File: config.mk
export PLATFORM = sky130hd
export DESIGN_NAME = fib_ctrl
export DESIGN_NICKNAME = d
export VERILOG_FILES = /design/src/rtl/fib_ctrl_pkg.sv /design/src/rtl/dual_rail_sync_detect.sv /design/src/rtl/fib_ctrl.sv
export SDC_FILE = /design/constraint.sdc
export NUM_CORES = 1
export LEC_CHECK = 0
export ABC_AREA = 0
export BUFFER_PORTS_ARGS = -buffer_cell sky130_fd_sc_hd__buf_4
export CORE_UTILIZATION = 59
export DETAILED_ROUTE_END_ITERATION = 16
export MAX_ROUTING_LAYER = met4
export PLACE_DENSITY_LB_ADDON = 0.2
export SETUP_SLACK_MARGIN = 0.02
export SLEW_MARGIN = 10
export SYNTH_ARGS = -nofsm -noshare
export SYNTH_HDL_FRONTEND = slang
export SYNTH_HIERARCHICAL = 1
export SYNTH_SLANG_ARGS = --single-unit
File: constraint.sdc
create_clock -name clk -period 5.3 [get_ports clk]
set_input_delay 0.53 -clock clk [delete_from_list [all_inputs] [get_ports clk]]
set_output_delay 0.53 -clock clk [all_outputs]
set_load 0.01 [all_outputs]
File: src/rtl/fib_ctrl_pkg.sv
// rtl/fib_ctrl_pkg.sv - shared types for the Fibonacci ring sequencer
package fib_ctrl_pkg;

    typedef enum logic [2:0] {
        IDLE,
        ARM,
        WAIT_DATA,
        CAPTURE,
        WAIT_NULL,
        DONE
    } state_t;

    typedef enum logic [1:0] {
        NULL,
        VALID,
        PARTIAL,
        ILLEGAL
    } word_class_t;

    // Rail 0 high encodes logic 0, rail 1 high encodes logic 1.
    localparam int RAIL_F = 0;
    localparam int RAIL_T = 1;

endpackage

File: src/rtl/dual_rail_sync_detect.sv
// rtl/dual_rail_sync_detect.sv - synchronise, classify and decode a dual-rail word
module dual_rail_sync_detect
    import fib_ctrl_pkg::*;
#(
    parameter int WIDTH       = 32,
    parameter int SYNC_STAGES = 2
) (
    input  logic                   clk,
    input  logic                   rst,
    input  logic [WIDTH-1:0][1:0]  ring_out,
    output logic                   seen_valid,
    output logic                   seen_null,
    output logic                   seen_illegal,
    output logic [WIDTH-1:0]       data
);

    logic [WIDTH-1:0][1:0] sync_q [SYNC_STAGES];
    logic [WIDTH-1:0][1:0] cur_word;
    logic [WIDTH-1:0][1:0] prev_word;
    word_class_t           cur_class;
    word_class_t           prev_class;

    function automatic word_class_t classify(input logic [WIDTH-1:0][1:0] w);
        logic any_both;
        logic all_one_hot;
        logic any_high;
        any_both    = 1'b0;
        all_one_hot = 1'b1;
        any_high    = 1'b0;
        for (int k = 0; k < WIDTH; k++) begin
            any_both    = any_both | (w[k][RAIL_F] & w[k][RAIL_T]);
            all_one_hot = all_one_hot & (w[k][RAIL_F] ^ w[k][RAIL_T]);
            any_high    = any_high | w[k][RAIL_F] | w[k][RAIL_T];
        end
        if (any_both) begin
            return ILLEGAL;
        end
        if (!any_high) begin
            return NULL;
        end
        if (all_one_hot) begin
            return VALID;
        end
        return PARTIAL;
    endfunction

    always_ff @(posedge clk) begin
        if (rst) begin
            for (int i = 0; i < SYNC_STAGES; i++) begin
                sync_q[i] <= '0;
            end
        end else begin
            sync_q[0] <= ring_out;
            for (int i = 1; i < SYNC_STAGES; i++) begin
                sync_q[i] <= sync_q[i-1];
            end
        end
    end

    // The last two chain stages are consecutive samples, so a stable word is
    // recognised the cycle it emerges from the synchroniser.
    assign cur_word  = sync_q[SYNC_STAGES-1];
    assign prev_word = sync_q[SYNC_STAGES-2];

    always_comb begin
        cur_class  = classify(cur_word);
        prev_class = classify(prev_word);
    end

    assign seen_valid   = (cur_class == VALID) && (prev_class == VALID) && (cur_word == prev_word);
    assign seen_null    = (cur_class == NULL) && (prev_class == NULL);
    assign seen_illegal = (cur_class == ILLEGAL) && (prev_class == ILLEGAL);

    always_comb begin
        data = '0;
        for (int k = 0; k < WIDTH; k++) begin
            data[k] = cur_word[k][RAIL_T];
        end
    end

endmodule

File: src/rtl/fib_ctrl.sv
// rtl/fib_ctrl.sv - sequencer that runs the dual-rail Fibonacci ring for N terms
module fib_ctrl
    import fib_ctrl_pkg::*;
#(
    parameter int WIDTH       = 32,
    parameter int CNT_W       = 16,
    parameter int SYNC_STAGES = 2,
    parameter int RST_CYC     = 4,
    parameter int TIMEOUT     = 1024
) (
    input  logic                   clk,
    input  logic                   rst,
    input  logic                   cmd_valid,
    output logic                   cmd_ready,
    input  logic [CNT_W-1:0]       cmd_count,
    input  logic                   abort,
    output logic                   ring_rst,
    output logic                   ring_start,
    output logic                   ring_ack,
    input  logic [WIDTH-1:0][1:0]  ring_out,
    output logic                   res_valid,
    input  logic                   res_ready,
    output logic [WIDTH-1:0]       res_data,
    output logic                   res_last,
    output logic                   res_ovf,
    output logic                   busy,
    output logic                   done,
    output logic                   err_proto,
    output logic                   err_timeout
);

    localparam int DW = $clog2(RST_CYC + 2);
    localparam int TW = $clog2(TIMEOUT + 1);

    state_t            state;
    state_t            next_state;
    logic              seen_valid;
    logic              seen_null;
    logic              seen_illegal;
    logic [WIDTH-1:0]  ring_data;
    logic [DW-1:0]     dwell_q;
    logic [TW-1:0]     tmo_q;
    logic [CNT_W-1:0]  remain_q;
    logic [WIDTH-1:0]  prev_q;
    logic              first_q;
    logic              zero_done_q;
    logic              accept;
    logic              timed_state;
    logic              tmo_hit;
    logic              abort_path;
    logic              out_free;
    logic              capture;

    dual_rail_sync_detect #(
        .WIDTH       (WIDTH),
        .SYNC_STAGES (SYNC_STAGES)
    ) u_detect (
        .clk          (clk),
        .rst          (rst),
        .ring_out     (ring_out),
        .seen_valid   (seen_valid),
        .seen_null    (seen_null),
        .seen_illegal (seen_illegal),
        .data         (ring_data)
    );

    assign accept      = cmd_ready && cmd_valid;
    assign timed_state = (state == ARM) || (state == WAIT_DATA) || (state == WAIT_NULL);
    assign tmo_hit     = timed_state && (tmo_q == TW'(TIMEOUT - 1));
    assign abort_path  = (state != IDLE) && (abort || seen_illegal || tmo_hit);
    assign out_free    = !res_valid || res_ready;
    assign capture     = (state == CAPTURE) && !abort_path;

    always_ff @(posedge clk) begin
        if (rst) begin
            state <= IDLE;
        end else begin
            state <= next_state;
        end
    end

    always_comb begin
        next_state = state;
        case (state)
            IDLE: begin
                if (accept && (cmd_count != '0)) begin
                    next_state = ARM;
                end
            end
            ARM, WAIT_DATA: begin
                if (seen_valid) begin
                    next_state = CAPTURE;
                end
            end
            CAPTURE: begin
                next_state = WAIT_NULL;
            end
            WAIT_NULL: begin
                // Holding here keeps ring_ack high, which stalls the ring under backpressure.
                if (seen_null && out_free) begin
                    next_state = (remain_q == '0) ? DONE : WAIT_DATA;
                end
            end
            DONE: begin
                next_state = IDLE;
            end
            default: begin
                next_state = IDLE;
            end
        endcase
        if (abort_path) begin
            next_state = IDLE;
        end
    end

    always_comb begin
        ring_rst   = (state == IDLE);
        ring_start = (state == ARM);
        ring_ack   = (state == WAIT_NULL);
        busy       = (state != IDLE);
        done       = (state == DONE) || zero_done_q;
        cmd_ready  = (state == IDLE) && (dwell_q == DW'(RST_CYC));
    end

    always_ff @(posedge clk) begin
        if (rst || (state != IDLE)) begin
            dwell_q <= '0;
        end else if (dwell_q != DW'(RST_CYC)) begin
            dwell_q <= dwell_q + DW'(1);
        end
    end

    always_ff @(posedge clk) begin
        if (rst || !timed_state || (next_state != state)) begin
            tmo_q <= '0;
        end else begin
            tmo_q <= tmo_q + TW'(1);
        end
    end

    always_ff @(posedge clk) begin
        if (rst) begin
            remain_q    <= '0;
            prev_q      <= '0;
            first_q     <= 1'b0;
            zero_done_q <= 1'b0;
            res_valid   <= 1'b0;
            res_data    <= '0;
            res_last    <= 1'b0;
            res_ovf     <= 1'b0;
            err_proto   <= 1'b0;
            err_timeout <= 1'b0;
        end else begin
            zero_done_q <= accept && (cmd_count == '0);
            if (accept) begin
                remain_q    <= cmd_count;
                first_q     <= 1'b1;
                res_ovf     <= 1'b0;
                err_proto   <= 1'b0;
                err_timeout <= 1'b0;
            end
            if ((state != IDLE) && seen_illegal) begin
                err_proto <= 1'b1;
            end
            if (tmo_hit) begin
                err_timeout <= 1'b1;
            end
            if (abort_path) begin
                res_valid <= 1'b0;
            end else if (capture) begin
                res_valid <= 1'b1;
                res_data  <= ring_data;
                res_last  <= (remain_q == CNT_W'(1));
                remain_q  <= remain_q - CNT_W'(1);
                prev_q    <= ring_data;
                first_q   <= 1'b0;
                // A term smaller than its predecessor means the sum wrapped.
                if (!first_q && (ring_data < prev_q)) begin
                    res_ovf <= 1'b1;
                end
            end else if (res_ready) begin
                res_valid <= 1'b0;
            end
        end
    end

endmodule

==> impl_metrics.yaml <==
critical_path:
  critPathRequiredTime_ns: 5.59
  end_kind: "flip-flop"
  critPathLaunchType: "flip-flop"
  crit_fanout: 11
  worstSetupPathType: "flip-flop to flip-flop"
  cp_data_arrival_time_ns: 3.91
floorplanning:
  fp-row-count: 47
  core_area_sq_mm: 0.0165
  die_x_microns: 132
  die_h_microns: 132
  io_pins: 128
  die_area_sq_mm: 0.0174
  start_util_pct: 60.2
sta:
  layout_min_cycle_time_ns: 3.63
  finalCritPeriodShare_pct: 68.4
  hold_viol_final: 0
  worstMarginPinSlew_ns: 1.08
  skew_ns: 0.00837
  setup_viol: 0
  rsz0062_at_grt: "no"
  max_slew_margin_pct: 28.1
  tns_ns: 0
  fmax_mhz: 276
  fin_hold_ws_ns: 0.298
  finalMaxSlewViolations: 0
global_route:
  grt.total_usage_pct: 29.7
  grt_max_degree: 113
  grt-ovfl-total: 0
  grt_pass1_wl_microns: 39000
  grt_pass1_vias: 7562
  antenna_found_initial: 0
yosys:
  synth.area.top_cells: "dfxtp_1 (40%), ha_1 (13%), nor2b_1 (8.0%), xnor2_1 (4.5%), nor4_1 (4.0%)"
  netlist_area_sq_mm: 0.00996
  synth_fp_nets: 1250
  synth_edf_count: 0
  ys.warnings.count: 6
  syn_area_per_cell_sq_um: 9.37
  post-synth-top-count-cell: "dfxtp_1"
  ys_async_sr_fraction_pct: 0
  ys_seq_area_share_pct: 40.2
  ys_seq_elements: 200
  synth_top_area_cell: "dfxtp_1"
  yosys-top-cells-count: "dfxtp_1 (200), nor2b_1 (127), ha_1 (102), nand2_1 (90), nor4_1 (63)"
  synthFlopType: "dfxtp_1"
  ys_types: 65
  netlist_instances: 1063
  yosys.area.top_type_share_pct: 40.2
routing:
  vias: 7963
  ant_nets: 0
  drt-initial-drc-count: 481
  dr.pass1.iters: 6
  wire_per_inst_microns: 18.0
  drc: 0
  totalWireLength_microns: 24700
  vias_per_cell: 5.80
hold_path:
  holdCritPathClass: "input port to flip-flop"
clock_tree:
  cts_sinks: 200
  hold_buffers: 0
  h-tree-depth: 4
  clock_latency_ns: 0.43
  clk_pin_slew_ns: 0.07
  cts_setup_buffers: 0
  cts_tree: "built"
  root_buffer: "clkbuf_16"
  cts_resized: 0
  cts.path.max_buffers: 2
  cts-buffers-inserted: 17
finish:
  drive_gt1_share_pct: 16.9
  nNetsFinal: 1326
  insertedDiodeCount: 0
  area_growth_pct: 14.4
place:
  placement.io_buffers: 127
  place_congestion: 1.04
  hpwl_microns: 18300
power_and_ir_drop:
  peakVddDrop_mv: 0.234
  power.leakage_nw: 4.67
  powerDensity_mw_per_mm2: 291
flow_run:
  maxCapViolCount: 0
outcome:
  outcome: "finished clean"
## layout by cell type, fill, tap and decap left out, types with 10 or more instances in the layout
cell       Yosys  routed
xor2_1        26      26
buf_4         33     130
nand3_1       15      15
nor2b_1      127     127
o21ai_0       13      13
a211oi_2      10      10
nor4_1        63      63
nand2_1       90      90
nor3_1        18      18
nor2_1        30      30
ha_1         102     102
dfxtp_1      200     200
clkbuf_16      0      17
nand4_1       52      52
xnor2_1       51      51
a21oi_1       60      60
inv_1         47      47
## power breakdown
part	total, W	switching, W	internal, W
combinational	0.000340	0.000171	0.000170
clock	0.00134	0.000612	0.000731
sequential	0.00164	0.0000797	0.00156
total	0.00332	0.000863	0.00246
## metal layers
layer  track usage [%]  vias up  routed length [microns]
met2              47.3      284                    11600
li1                  -     3883                        -
met3              4.92       55                     1310
met4              14.2        0                      971
met5                 -        -                        0
met1              36.5     3741                    10800
## worst paths after layout
check                                          from                                 to  slack [ns]  cells after the start
setup reg to reg  u_detect/sync_q[0][11]$_SDFF_PP0_                tmo_q[0]$_SDFF_PP0_        1.67                     11
hold / removal                         ring_out[26]  u_detect/sync_q[0][26]$_SDFF_PP0_        0.30                      2
setup / recovery  u_detect/sync_q[0][11]$_SDFF_PP0_                tmo_q[0]$_SDFF_PP0_        1.67                     11
hold reg to reg               res_last$_SDFFE_PP0P_              res_last$_SDFFE_PP0P_        0.46                      2
## state kept, by name (all words and copies together), names as in the netlist, 3 cells and up
name / flops
prev_q: 32
tmo_q: 11
state: 3
remain_q: 16
u_detect/sync_q: 128
dwell_q: 3
## per-stage QoR
stage          util [%]  area (sq um)  setup slack [ns]  total power [W]  std cells
2_1_floorplan         -          9960              2.72          0.00187       1063
3_3_place_gp       65.2         10800              1.86          0.00200       1340
3_5_place_dp       65.2         10800              1.81          0.00200       1340
4_1_cts            68.9         11400              1.78          0.00333       1372
5_1_grt            68.9         11400              1.40          0.00344       1372
6_report           68.9         11400              1.67          0.00332       1372
## area by class of cell
cell class | instances | area [sq um]
inverter | 47 | 176
multi-input combinational | 743 | 5340
clock inverter | 14 | 181
fill | 1319 | 5130
clock buffer | 18 | 439
tap | 220 | 275
sequential | 200 | 4000
timing repair buffer | 130 | 976
## cell families after synthesis
logic type	after synthesis	synth area share (%)
fa+ha+maj	102	12.8
flops	200	40.2
simple gates	435	25.1
mux	2	0.214
buf+inv	120	6.23
xor+xnor	77	6.77
compound gates	127	8.63
## worst max-delay path: stages (launching register included)
cell	delay, ns
dfxtp_1	0.38
ha_1	0.22
nor4_1	0.35
nand4_1	0.22
nor4_1	0.34
nand4_1	0.12
nor4_1	0.63
nand2_1	0.10
o21ai_0	0.17
a22oi_1	0.11
a32oi_2	0.66
a211oi_1	0.16
No activity file was read; power rests on OpenSTA's default activity.
